File: src/rtl/proj_router_writer.sv
// proj_router_writer: packs layer projections with their tracklet index and writes them into
// double-buffered minus/own/plus projection memories. Optional macro: PROJ_ROUTER_DROPCNT_EN.
`default_nettype none

module proj_router_writer #(
    parameter int PHI_BITS  = 14,
    parameter int ADDR_BITS = 6,
    parameter int IDX_BITS  = 7
) (
    input  logic                            clk,
    input  logic                            reset,
    input  logic                            start,
    input  logic [18:0]                     phiL,
    input  logic [11:0]                     zL,
    input  logic [IDX_BITS-1:0]             trklt_index,
    input  logic                            valid_proj,
    input  logic                            valid_projPlus,
    input  logic                            valid_projMinus,
    output logic                            wr_en_C,
    output logic                            wr_en_P,
    output logic                            wr_en_M,
    output logic [ADDR_BITS:0]              wr_addr_C,
    output logic [ADDR_BITS:0]              wr_addr_P,
    output logic [ADDR_BITS:0]              wr_addr_M,
    output logic [IDX_BITS+PHI_BITS+11:0]   wr_data,
    output logic [ADDR_BITS:0]              nproj_C,
    output logic [ADDR_BITS:0]              nproj_P,
    output logic [ADDR_BITS:0]              nproj_M,
    output logic                            nproj_valid,
    output logic                            overflow
`ifdef PROJ_ROUTER_DROPCNT_EN
    ,
    output logic [15:0]                     dropped_total
`endif
);

    localparam int CW = ADDR_BITS + 1;
    localparam logic [CW-1:0] FULL = CW'(2**ADDR_BITS);
    localparam logic [0:0] S_IDLE = 1'b0;
    localparam logic [0:0] S_RUN  = 1'b1;

    logic [0:0]    state;
    logic [0:0]    state_nxt;
    logic          page;
    logic          page_eff;
    logic          active;
    logic          close;
    logic [2:0]    flags;
    logic [2:0]    acc;
    logic [2:0]    drop;
    logic [CW-1:0] cnt      [3];
    logic [CW-1:0] cnt_eff  [3];
    logic [CW-1:0] nproj    [3];
    logic [CW-1:0] addr     [3];
    logic [2:0]    en;
    logic          unused_bits;

    // Region order throughout: 0 = own sector (C), 1 = plus (P), 2 = minus (M).
    assign flags       = {valid_projMinus, valid_projPlus, valid_proj};
    assign unused_bits = ^phiL;

    always_ff @(posedge clk or posedge reset) begin
        if (reset) begin
            state <= S_IDLE;
        end else begin
            state <= state_nxt;
        end
    end

    always_comb begin
        state_nxt = state;
        if (start) begin
            state_nxt = S_RUN;
        end
    end

    // A start cycle already belongs to the new event: counters read as zero and the
    // page has flipped, so a coincident flag lands at entry 0 of the new page.
    always_comb begin
        active   = (state == S_RUN) || start;
        close    = start && (state == S_RUN);
        page_eff = close ? ~page : page;
        for (int r = 0; r < 3; r++) begin
            cnt_eff[r] = start ? '0 : cnt[r];
            acc[r]     = active && flags[r] && (cnt_eff[r] != FULL);
            drop[r]    = active && flags[r] && (cnt_eff[r] == FULL);
        end
    end

    always_ff @(posedge clk or posedge reset) begin
        if (reset) begin
            page        <= 1'b0;
            overflow    <= 1'b0;
            nproj_valid <= 1'b0;
            wr_data     <= '0;
        end else begin
            page        <= page_eff;
            overflow    <= (overflow && !start) || (|drop);
            nproj_valid <= close;
            if (|acc) begin
                wr_data <= {trklt_index, phiL[16:17-PHI_BITS], zL};
            end
        end
    end

    for (genvar r = 0; r < 3; r++) begin : g_region
        always_ff @(posedge clk or posedge reset) begin
            if (reset) begin
                cnt[r]   <= '0;
                en[r]    <= 1'b0;
                addr[r]  <= '0;
                nproj[r] <= '0;
            end else begin
                en[r]  <= acc[r];
                cnt[r] <= acc[r] ? cnt_eff[r] + 1'b1 : cnt_eff[r];
                if (acc[r]) begin
                    addr[r] <= {page_eff, cnt_eff[r][ADDR_BITS-1:0]};
                end
                if (close) begin
                    nproj[r] <= cnt[r];
                end
            end
        end
    end

    assign wr_en_C   = en[0];
    assign wr_en_P   = en[1];
    assign wr_en_M   = en[2];
    assign wr_addr_C = addr[0];
    assign wr_addr_P = addr[1];
    assign wr_addr_M = addr[2];
    assign nproj_C   = nproj[0];
    assign nproj_P   = nproj[1];
    assign nproj_M   = nproj[2];

`ifdef PROJ_ROUTER_DROPCNT_EN
    logic [1:0]  drop_n;
    logic [16:0] drop_sum;

    assign drop_n   = 2'(drop[0]) + 2'(drop[1]) + 2'(drop[2]);
    assign drop_sum = {1'b0, dropped_total} + 17'(drop_n);

    always_ff @(posedge clk or posedge reset) begin
        if (reset) begin
            dropped_total <= '0;
        end else begin
            dropped_total <= drop_sum[16] ? 16'hFFFF : drop_sum[15:0];
        end
    end
`endif

endmodule

`default_nettype wire
File: config.mk
export PLATFORM = sky130hd
export DESIGN_NAME = proj_router_writer
export DESIGN_NICKNAME = d
export VERILOG_FILES = /design/src/rtl/proj_router_writer.sv
export SDC_FILE = /design/constraint.sdc
export NUM_CORES = 1
export LEC_CHECK = 0
export BUFFER_PORTS_ARGS = -buffer_cell sky130_fd_sc_hd__clkbuf_2
export CAP_MARGIN = 20
export CELL_PAD_IN_SITES_DETAIL_PLACEMENT = 1
export CELL_PAD_IN_SITES_GLOBAL_PLACEMENT = 2
export CORE_MARGIN = 2
export CORE_UTILIZATION = 35
export CTS_CLUSTER_DIAMETER = 80
export DETAILED_ROUTE_END_ITERATION = 16
export HOLD_SLACK_MARGIN = 0.08
export PLACE_DENSITY = 0.93
export SLEW_MARGIN = 20
export SYNTH_ARGS = -nofsm -noshare
export SYNTH_HDL_FRONTEND = slang
export SYNTH_SLANG_ARGS = --single-unit
File: constraint.sdc
create_clock -name clk -period 6.5 [get_ports clk]
set_input_delay 1.3 -clock clk [delete_from_list [all_inputs] [get_ports clk]]
set_output_delay 1.3 -clock clk [all_outputs]
set_load 0.03 [all_outputs]
==> results.yml, run 1 <==
run_status:
  outcome: "finished clean"
setup_path:
  r2r_slack_ns: 3.86
  crit_slowest_cell: "o31ai_4"
  cp_top_family: "buffers and inverters"
  crit_fanout: 33
  path_class: "in -> reg"
  worstPathArrival_ns: 4.40
  crit_chain: "clkbuf_2 -> inv_1 -> nand2_1 -> ha_1 -> nand2_1 -> o31ai_4 -> and3_1 -> buf_4 -> mux2_1"
  worst_ep_required_time_ns: 6.72
  critPathCaptureType: "register"
  path_buf_inv: 3
  rr_startpoint: "cnt[14]$_DFF_PP0_"
  crit_top_cell: "nand2_1"
  cp-start-kind: "input port"
  rr_worst_depth: 7
  rr_endpoint: "wr_data[11]$_DFFE_PP0P_"
  cpPeakStageDelay_ns: 0.60
cells_and_area:
  synthToLayoutAreaGrowth_pct: 24.0
  stdcell_count: 602
  diodes: 0
  drive_above_1_share: 0.351
  final_nets: 504
  final_core_util: 0.450
timing:
  slew_headroom: 0.311
  tightestPinTransition_ns: 1.03
  fin_skew_ns: 0.00800
  rsz0062_at_grt: "no"
  hold_viol: 0
  fin_crit_ns: 4.18
  drv_slew: 0
  tns_ns: 0
  setup_violations: 0
  clock.fmax_mhz: 239
  worst_slack_ns: 2.32
  period_share: 0.643
floorplanning:
  die_y_um: 113
  initial_utilization: 0.363
  num_rows: 39
  die-area_um2: 12800
  die_x_um: 113
  pin_count: 124
  core_area_um2: 11500
clock_tree:
  root_buffer: "clkbuf_16"
  worstSkewPairLatency_ns: 0.34
  clk_pin_slew_ns: 0.07
  h-tree-depth: 3
  cts_resized: 0
  cts_setup_buffers: 0
  clk_path_buf_depth: 2
  ctsHoldBuffers: 0
  cts_tree: "yes"
  clock_sinks: 103
  numCtsBuffers: 9
placement:
  preCtsSetupSlack_ns: 1.90
  io_buffer_count: 118
  dpl.hpwl_mm: 6.77
  place_congestion: 0.762
  place_inst: 586
synthesis:
  synth_area_leaders: "dfrtp_1 (62%), mux2_1 (8.9%), mux2_2 (5.7%), nand2_1 (4.5%), o21ai_0 (2.9%)"
  synth_mux_area_frac: 0.145
  synth-simple-area-share: 0.0952
  synth_cell_types: 35
  ys_seq_area_frac: 0.616
  synth_xor_area_frac: 0.0314
  avgSynthCellArea_um2: 12.4
  synth_warnings: 0
  synth-seq-cells: 103
  synthesis.nets: 386
  synth_fa_ha_area_frac: 0.0180
  yosysTopAreaCell: "dfrtp_1"
  syn_area_um2: 4180
  synth_cells: 336
  synth_top_family_by_area: "multiplexers"
  synth-compound-area-share: 0.0598
  synth.top_cell.area_share: 0.616
route:
  wl_per_cell_um: 15.3
  firstDrtPassIters: 4
  drt-total-wl_mm: 9.20
  drc: 0
  ant_nets: 0
  drtIter0Drc: 51
  viasPerCell: 4.83
  vias: 2906
power:
  power.share.sequential: 0.490
  power_density_nw_per_um2: 280
  switchingPower_mw: 0.403
  pwr-share-clk: 0.360
  p_leak_nw: 2.59
  p_int_mw: 1.05
  ir_drop_v: 0.000134
  p_comb_frac: 0.149
  switching_share: 0.277
  power.total_mw: 1.45
min_path:
  hold_depth: 2
  hold_path.startpoint: "wr_addr_C[5]$_DFFE_PP0P_"
  hold_class: "reg -> reg"
  hold_end: "wr_addr_C[5]$_DFFE_PP0P_"
run:
  drv_cap: 0
global_route:
  grt_antenna_before_repair: 0
  overflow: 0
  grt_usage: 0.151
  grt_pass1_vias: 3059
  grt_first_pass_wirelength_mm: 15.4
  grt_max_degree: 78
-- layout make-up --
class	instances	area, um2
fill	1262	6330
multi-input combinational	203	1460
inverter	16	62.6
clock buffer	10	229
sequential	103	2580
tap	143	179
timing repair buffer	121	613
clock inverter	6	61.3
-- how the worst max path moves through the flow --
stage / from / to / slack, ns / cells past startpoint
final: start / wr_data[11]$_DFFE_PP0P_ / 2.32 / 9
after global routing: start / wr_data[22]$_DFFE_PP0P_ / 2.04 / 9
after CTS: start / wr_data[11]$_DFFE_PP0P_ / 2.25 / 9
after detailed placement: start / wr_data[11]$_DFFE_PP0P_ / 1.90 / 9
after global placement: start / wr_data[1]$_DFFE_PP0P_ / 2.06 / 9
after floorplan: reset / cnt[0]$_DFF_PP0_ / 2.50 / 1
-- cell families (layout without fill, tap and decap cells) --
family | count (synthesis) | after routing
flops | 103 | 103
buf+inv | 30 | 153
xor+xnor | 15 | 15
simple gates | 88 | 88
compound gates | 40 | 40
fa+ha+maj | 6 | 6
mux | 54 | 54
-- sequential cells by signal (all words and copies together), names as in the netlist --
signal,count
wr_data,33
cnt,21
nproj_C,7
nproj_M,7
nproj_P,7
wr_addr_C,7
wr_addr_M,7
wr_addr_P,7
nproj_valid,1
overflow,1
page,1
state,1
wr_en_C,1
wr_en_M,1
wr_en_P,1
-- synth_stat cells, drive strengths merged --
master and number:
o31ai 2, dfrtp 103, nor2b 1, nand2 50
nor3 6, nor4 1, a21oi 4, nand4bb 1
a41o 1, xor2 6, clkbuf 8, ha 6
buf 6, nand4 2, a21o 1, mux2 54
inv 16, or2 2, and3 3, xnor2 9
nor2 9, o21a 2, or3 7, o211ai 2
nand3 6, o21ai 25, a32o 2, o32ai 1
-- cell usage in the layout, fill, tap and decap left out, types with 2 or more instances in the layout --
master and count:
buf_4 3, nor2_1 9, dfrtp_1 103, nand4_1 2, o211ai_1 2, inv_1 15
nand2_1 50, nand3_1 6, clkbuf_2 118, nor3_1 6, mux2_1 33, clkbuf_16 9
a32o_1 2, or3_1 6, ha_1 6, a21oi_1 4, o21ai_0 24, xor2_1 6
o21a_1 2, xnor2_1 9, and3_1 3, mux2_2 21, clkinv_2 3
-- layer usage --
layer / global-route usage / vias to the layer above / wire, um
li1: - / 1369 / -
met1: 0.196 / 1434 / 4180
met2: 0.250 / 92 / 4370
met3: 0.0316 / 11 / 505
met4: 0.0537 / 0 / 137
met5: 0 / - / 0
-- power by group through the flow --
| stage | sequential (mW) | combinational [mW] | clock [mW] |
|---|---|---|---|
| 5_1_grt | 0.718 | 0.235 | 0.564 |
| 2_1_floorplan | 0.795 | 0.0724 | 0 |
| 4_1_cts | 0.713 | 0.222 | 0.543 |
| 3_5_place_dp | 0.725 | 0.221 | 0 |
| 6_report | 0.712 | 0.217 | 0.523 |
| 3_3_place_gp | 0.722 | 0.216 | 0 |
-- worst reg2reg max path, cell delays in order, from the launching register on --
cell and delay (ns):
dfrtp_1 0.40, nand2_1 0.16, ha_1 0.19, nand2_1 0.10, o31ai_4 0.60, and3_1 0.27
buf_4 0.39, mux2_1 0.40
-- metrics by stage --
stage          hold slack, ns  instance area (um2)
6_report                0.463                 5180
3_3_place_gp            0.459                 4890
5_1_grt                 0.504                 5180
3_5_place_dp            0.458                 4890
2_1_floorplan           0.481                 4180
4_1_cts                 0.472                 5180
(Power assumes the default switching activity.)
==> run 2: changes to the inputs <==
Settings changed: CORE_UTILIZATION 35 to 30, PLACE_DENSITY 0.93 to 0.86.
Clock period 6.5 ns to 3.8 ns, I/O delays scaled along.
==> results.yml, run 2 (same netlist as run 1, synthesis figures left out) <==
global_route:
  grt_first_pass_wirelength_mm: 15.3
  grt_antenna_before_repair: 0
  grt_pass1_vias: 3108
  grt_max_degree: 55
  overflow: 0
  grt_usage: 0.133
timing:
  fin_skew_ns: 0.00538
  slew_headroom: 0.523
  setup_violations: 0
  holdWs_ns: 0.474
  fin_crit_ns: 2.73
  worst_slack_ns: 1.07
  drv_slew: 0
  tightestPinTransition_ns: 0.713
  tns_ns: 0
  hold_viol: 0
  rsz0062_at_grt: "no"
  period_share: 0.719
  clock.fmax_mhz: 366
cells_and_area:
  largest_reg_flops: 33
  final_core_util: 0.386
  top_register: "wr_data"
  design_area_um2: 5320
  diodes: 0
  layout_common_cells: "clkbuf_2 (118), dfrtp_1 (103), nand2_1 (50)"
  reg_top3: "wr_data x33, cnt x21"
  regArea_um2: 2580
  drive_above_1_share: 0.360
  stdcell_count: 644
  final_nets: 509
  synthToLayoutAreaGrowth_pct: 27.3
  fillers: 1547
  final_common_cell: "clkbuf_2"
  multiInputGateArea_um2: 1460
floorplanning:
  core_area_um2: 13800
  die_x_um: 122
  die-area_um2: 14900
  die_y_um: 122
  pin_count: 124
  num_rows: 43
  initial_utilization: 0.304
placement:
  io_buffer_count: 118
  placed_cell_area_um2: 4980
  place_congestion: 0.749
  preCtsSetupSlack_ns: 0.671
  dpl.hpwl_mm: 7.14
  place_inst: 628
clock_tree:
  numCtsBuffers: 9
  cts_resized: 0
  clock_sinks: 103
  root_buffer: "clkbuf_16"
  clk_pin_slew_ns: 0.06
  clk_path_buf_depth: 2
  worstSkewPairLatency_ns: 0.34
  ctsHoldBuffers: 0
  cts_setup_buffers: 0
  h-tree-depth: 3
  cts_tree: "yes"
route:
  firstDrtPassIters: 4
  vias: 2937
  wl_per_cell_um: 14.9
  drc: 0
  viasPerCell: 4.56
  ant_nets: 0
  drtIter0Drc: 92
  drt-total-wl_mm: 9.62
power:
  power_density_nw_per_um2: 492
  ir_drop_v: 0.000225
  power.total_mw: 2.62
  p_leak_nw: 2.63
run_status:
  outcome: "finished clean"
setup_path:
  path_buf_inv: 3
  worst_ep_required_time_ns: 4.02
  worstPathArrival_ns: 2.95
  crit_slowest_cell: "a41o_1"
  cp-start-kind: "input port"
  crit_top_cell: "buf_4"
  critPathCaptureType: "register"
  cpPeakStageDelay_ns: 0.56
  crit_chain: "clkbuf_2 -> buf_4 -> nor3_1 -> a41o_1 -> and3_1 -> buf_4 -> mux2_1"
  crit_fanout: 33
  cp_top_family: "buffers and inverters"
  r2r_slack_ns: 1.34
  path_class: "in -> reg"
min_path:
  hold_class: "reg -> reg"
run:
  drv_cap: 0
## run 2: cell count changes in the layout (fill, tap and decap cells not counted), sizes merged
| cell | delta |
|---|---|
| bufinv | +1 |
| clkinv | -3 |
| clkbuf | +2 |
| buf | +5 |
## run 2: tightest hold or removal path, stage by stage, from the launching register on
cell	delay (ns)
dfrtp_1	0.35
nand2_1	0.05
nand2_1	0.05
## run 2: layer usage
layer  track usage  vias up  part of all wire
li1              -     1381                 -
met1         0.169     1452              0.45
met2         0.215       95              0.47
met3        0.0351        9             0.063
met4        0.0568        0             0.015
met5             0        -                 0
## run 2: report_power, final
part / internal, mW / leakage [nW] / switching, mW / total [mW]
Sequential: 1.17 / 1.32 / 0.0447 / 1.22
Combinational: 0.115 / 1.15 / 0.259 / 0.374
Clock: 0.632 / 0.165 / 0.393 / 1.03
## run 2: worst paths after layout
check	from	end	cells after the start
min in group asynchronous	reset	wr_data[5]$_DFFE_PP0P_	2
setup reg to reg	cnt[0]$_DFF_PP0_	wr_data[1]$_DFFE_PP0P_	6
max in group asynchronous	reset	nproj_C[3]$_DFFE_PP0P_	3
setup / recovery	start	wr_data[1]$_DFFE_PP0P_	7
hold reg to reg	wr_addr_C[3]$_DFFE_PP0P_	wr_addr_C[3]$_DFFE_PP0P_	2
hold / removal	wr_addr_C[3]$_DFFE_PP0P_	wr_addr_C[3]$_DFFE_PP0P_	2
## run 2: cell type report
type,count,area share
Sequential cell,103,0.484
Multi-Input combinational cell,203,0.275
Timing Repair Buffer,126,0.122
Clock buffer,12,0.0501
Tap cell,180,0.0423
Clock inverter,4,0.0143
Inverter,16,0.0118
==> run 3: changes to the inputs <==
Settings changed: ABC_AREA set to 1, CORE_UTILIZATION 30 to 31, PLACE_DENSITY 0.86 to 0.9.
Clock period 3.8 ns to 2.55 ns, I/O delays scaled along.
==> results.yml, run 3 <==
timing:
  clock.fmax_mhz: 472
  rsz0062_at_grt: "no"
  drv_slew: 0
  setup_violations: 0
  worst_slack_ns: 0.433
  tns_ns: 0
  fin_crit_ns: 2.12
  holdWs_ns: 0.258
  period_share: 0.830
  fin_skew_ns: 0.00767
  slew_headroom: 0.591
  tightestPinTransition_ns: 0.614
  hold_viol: 0
setup_path:
  crit_top_cell: "nand2_1"
  rr_worst_depth: 10
  r2r_slack_ns: 0.50
  crit_slowest_cell: "nand3_4"
  worstPathArrival_ns: 2.36
  path_buf_inv: 2
  cp_top_family: "simple AND/OR/NAND/NOR gates"
  cp-start-kind: "input port"
  crit_chain: "clkbuf_2 -> nor2_1 -> inv_1 -> ha_1 -> nor3b_1 -> nand2_1 -> nand2_2 -> nand3_4 -> nand2_1 -> nand2_1"
  rr_endpoint: "wr_data[14]$_DFFE_PP0P_"
  crit_start: "start"
  worst_ep_required_time_ns: 2.79
  critPathCaptureType: "register"
  path_class: "in -> reg"
  rr_startpoint: "cnt[7]$_DFF_PP0_"
  cpPeakStageDelay_ns: 0.32
  crit_fanout: 33
cells_and_area:
  synthToLayoutAreaGrowth_pct: 23.2
  drive_above_1_share: 0.253
  final_core_util: 0.389
  multiInputGateArea_um2: 1630
  regArea_um2: 2580
  reg_top3: "wr_data x33, cnt x21"
  final_nets: 686
  fillers: 1749
  design_area_um2: 5640
  top_register: "wr_data"
  largest_reg_flops: 33
  final_common_cell: "nand2_1"
  layout_common_cells: "nand2_1 (194), clkbuf_2 (118), dfrtp_1 (103)"
  stdcell_count: 825
  diodes: 0
route:
  drtIter0Drc: 127
  drc: 0
  wl_per_cell_um: 14.8
  ant_nets: 0
  firstDrtPassIters: 4
  viasPerCell: 4.72
  vias: 3891
  drt-total-wl_mm: 12.2
floorplanning:
  initial_utilization: 0.316
  die_x_um: 126
  core_area_um2: 14500
  die_y_um: 126
  num_rows: 44
  pin_count: 124
  die-area_um2: 15800
clock_tree:
  root_buffer: "clkbuf_16"
  clk_path_buf_depth: 2
  cts_setup_buffers: 0
  worstSkewPairLatency_ns: 0.35
  clk_pin_slew_ns: 0.07
  cts_tree: "yes"
  cts_resized: 0
  clock_sinks: 103
  h-tree-depth: 3
  numCtsBuffers: 9
  ctsHoldBuffers: 0
global_route:
  grt_max_degree: 104
  grt_pass1_vias: 4120
  grt_usage: 0.159
  grt_antenna_before_repair: 0
  grt_first_pass_wirelength_mm: 20.3
  overflow: 0
synthesis:
  async_flop_share: 1.00
  synth_area_leaders: "dfrtp_1 (56%), nand2_1 (16%), nand4_1 (5.5%), o21ai_0 (4.0%), inv_1 (3.3%)"
  synthFlopType: "dfrtp_1"
  syn_area_um2: 4580
  synth.top_cell.area_share: 0.563
  synth_edf_count: 0
  synth_warnings: 0
  synth_cells: 522
  synth_common_cells: "nand2_1 (194), dfrtp_1 (103), inv_1 (40), nand4_1 (40), o21ai_0 (37)"
  yosysTopAreaCell: "dfrtp_1"
  synthesis.nets: 572
  avgSynthCellArea_um2: 8.77
  synth-seq-cells: 103
  synth_cell_types: 24
  synth_most_common_cell: "nand2_1"
  ys_seq_area_frac: 0.563
power:
  power.share.sequential: 0.464
  switchingPower_mw: 1.13
  power_density_nw_per_um2: 692
  pwr-share-clk: 0.376
  power.total_mw: 3.91
  ir_drop_v: 0.000340
  p_leak_nw: 3.01
  switching_share: 0.288
  p_int_mw: 2.78
  p_comb_frac: 0.161
min_path:
  hold_class: "in -> async"
run:
  drv_cap: 0
placement:
  placed_cell_area_um2: 5330
  place_inst: 809
  dpl.hpwl_mm: 8.76
  io_buffer_count: 118
  preCtsSetupSlack_ns: 0.00770
  place_congestion: 0.782
run_status:
  outcome: "finished clean"
run 3: cell count changes after synthesis, moves of 8 or more:
cell / delta
inv_1: +24
nand2_1: +144
mux2_2: -21
o21ai_0: +13
nand4_1: +38
mux2_1: -33
nor2_1: +20
nand3_1: +8
run 3: how the worst max path moves through the flow:
stage                                    endpoint  slack (ns)  cells past startpoint
after floorplan                 cnt[10]$_DFF_PP0_        0.65                     11
after global routing      wr_data[21]$_DFFE_PP0P_        0.22                     10
after global placement    wr_data[16]$_DFFE_PP0P_        0.07                     10
after CTS                 wr_data[14]$_DFFE_PP0P_        0.38                     10
after detailed placement  wr_data[14]$_DFFE_PP0P_       0.008                     10
final                     wr_data[14]$_DFFE_PP0P_        0.43                     10
run 3: cell families after synthesis:
kind of cell,after synthesis,synth area share
AO/OA/AOI/OAI,45,0.0519
XOR/XNOR,7,0.0134
adder cells (fa/ha/maj),6,0.0164
buffers and inverters,72,0.0812
flip-flops,103,0.563
AND/OR/NAND/NOR,289,0.274
run 3: final cells by class:
| type | count | area share |
|---|---|---|
| flip-flops and latches | 103 | 0.457 |
| multi-input cells | 347 | 0.289 |
| repair buffers | 128 | 0.127 |
| clock buffers | 12 | 0.0419 |
| well taps | 184 | 0.0408 |
| inverters | 47 | 0.0320 |
| clock inverters | 4 | 0.0124 |
run 3: worst min-delay path: stages:
cell and delay, ns:
clkbuf_2 0.10, clkinvlp_4 0.07, buf_12 0.39
run 3: power by group through the flow:
stage               registers [mW]  clock network, mW  logic [mW]
floorplan                     2.02                  0       0.240
finish                        1.81               1.47       0.627
CTS                           1.81               1.51       0.643
detailed placement            1.84                  0       0.642
global placement              1.83                  0       0.626
global route                  1.83               1.58       0.690
run 3: layer usage:
metal / part of all wire / vias to the layer above / GRT usage
met3: 0.073 / 12 / 0.0543
met5: 0 / - / 0
met1: 0.45 / 1883 / 0.202
met4: 0.013 / 0 / 0.0523
li1: - / 1892 / -
met2: 0.46 / 104 / 0.257
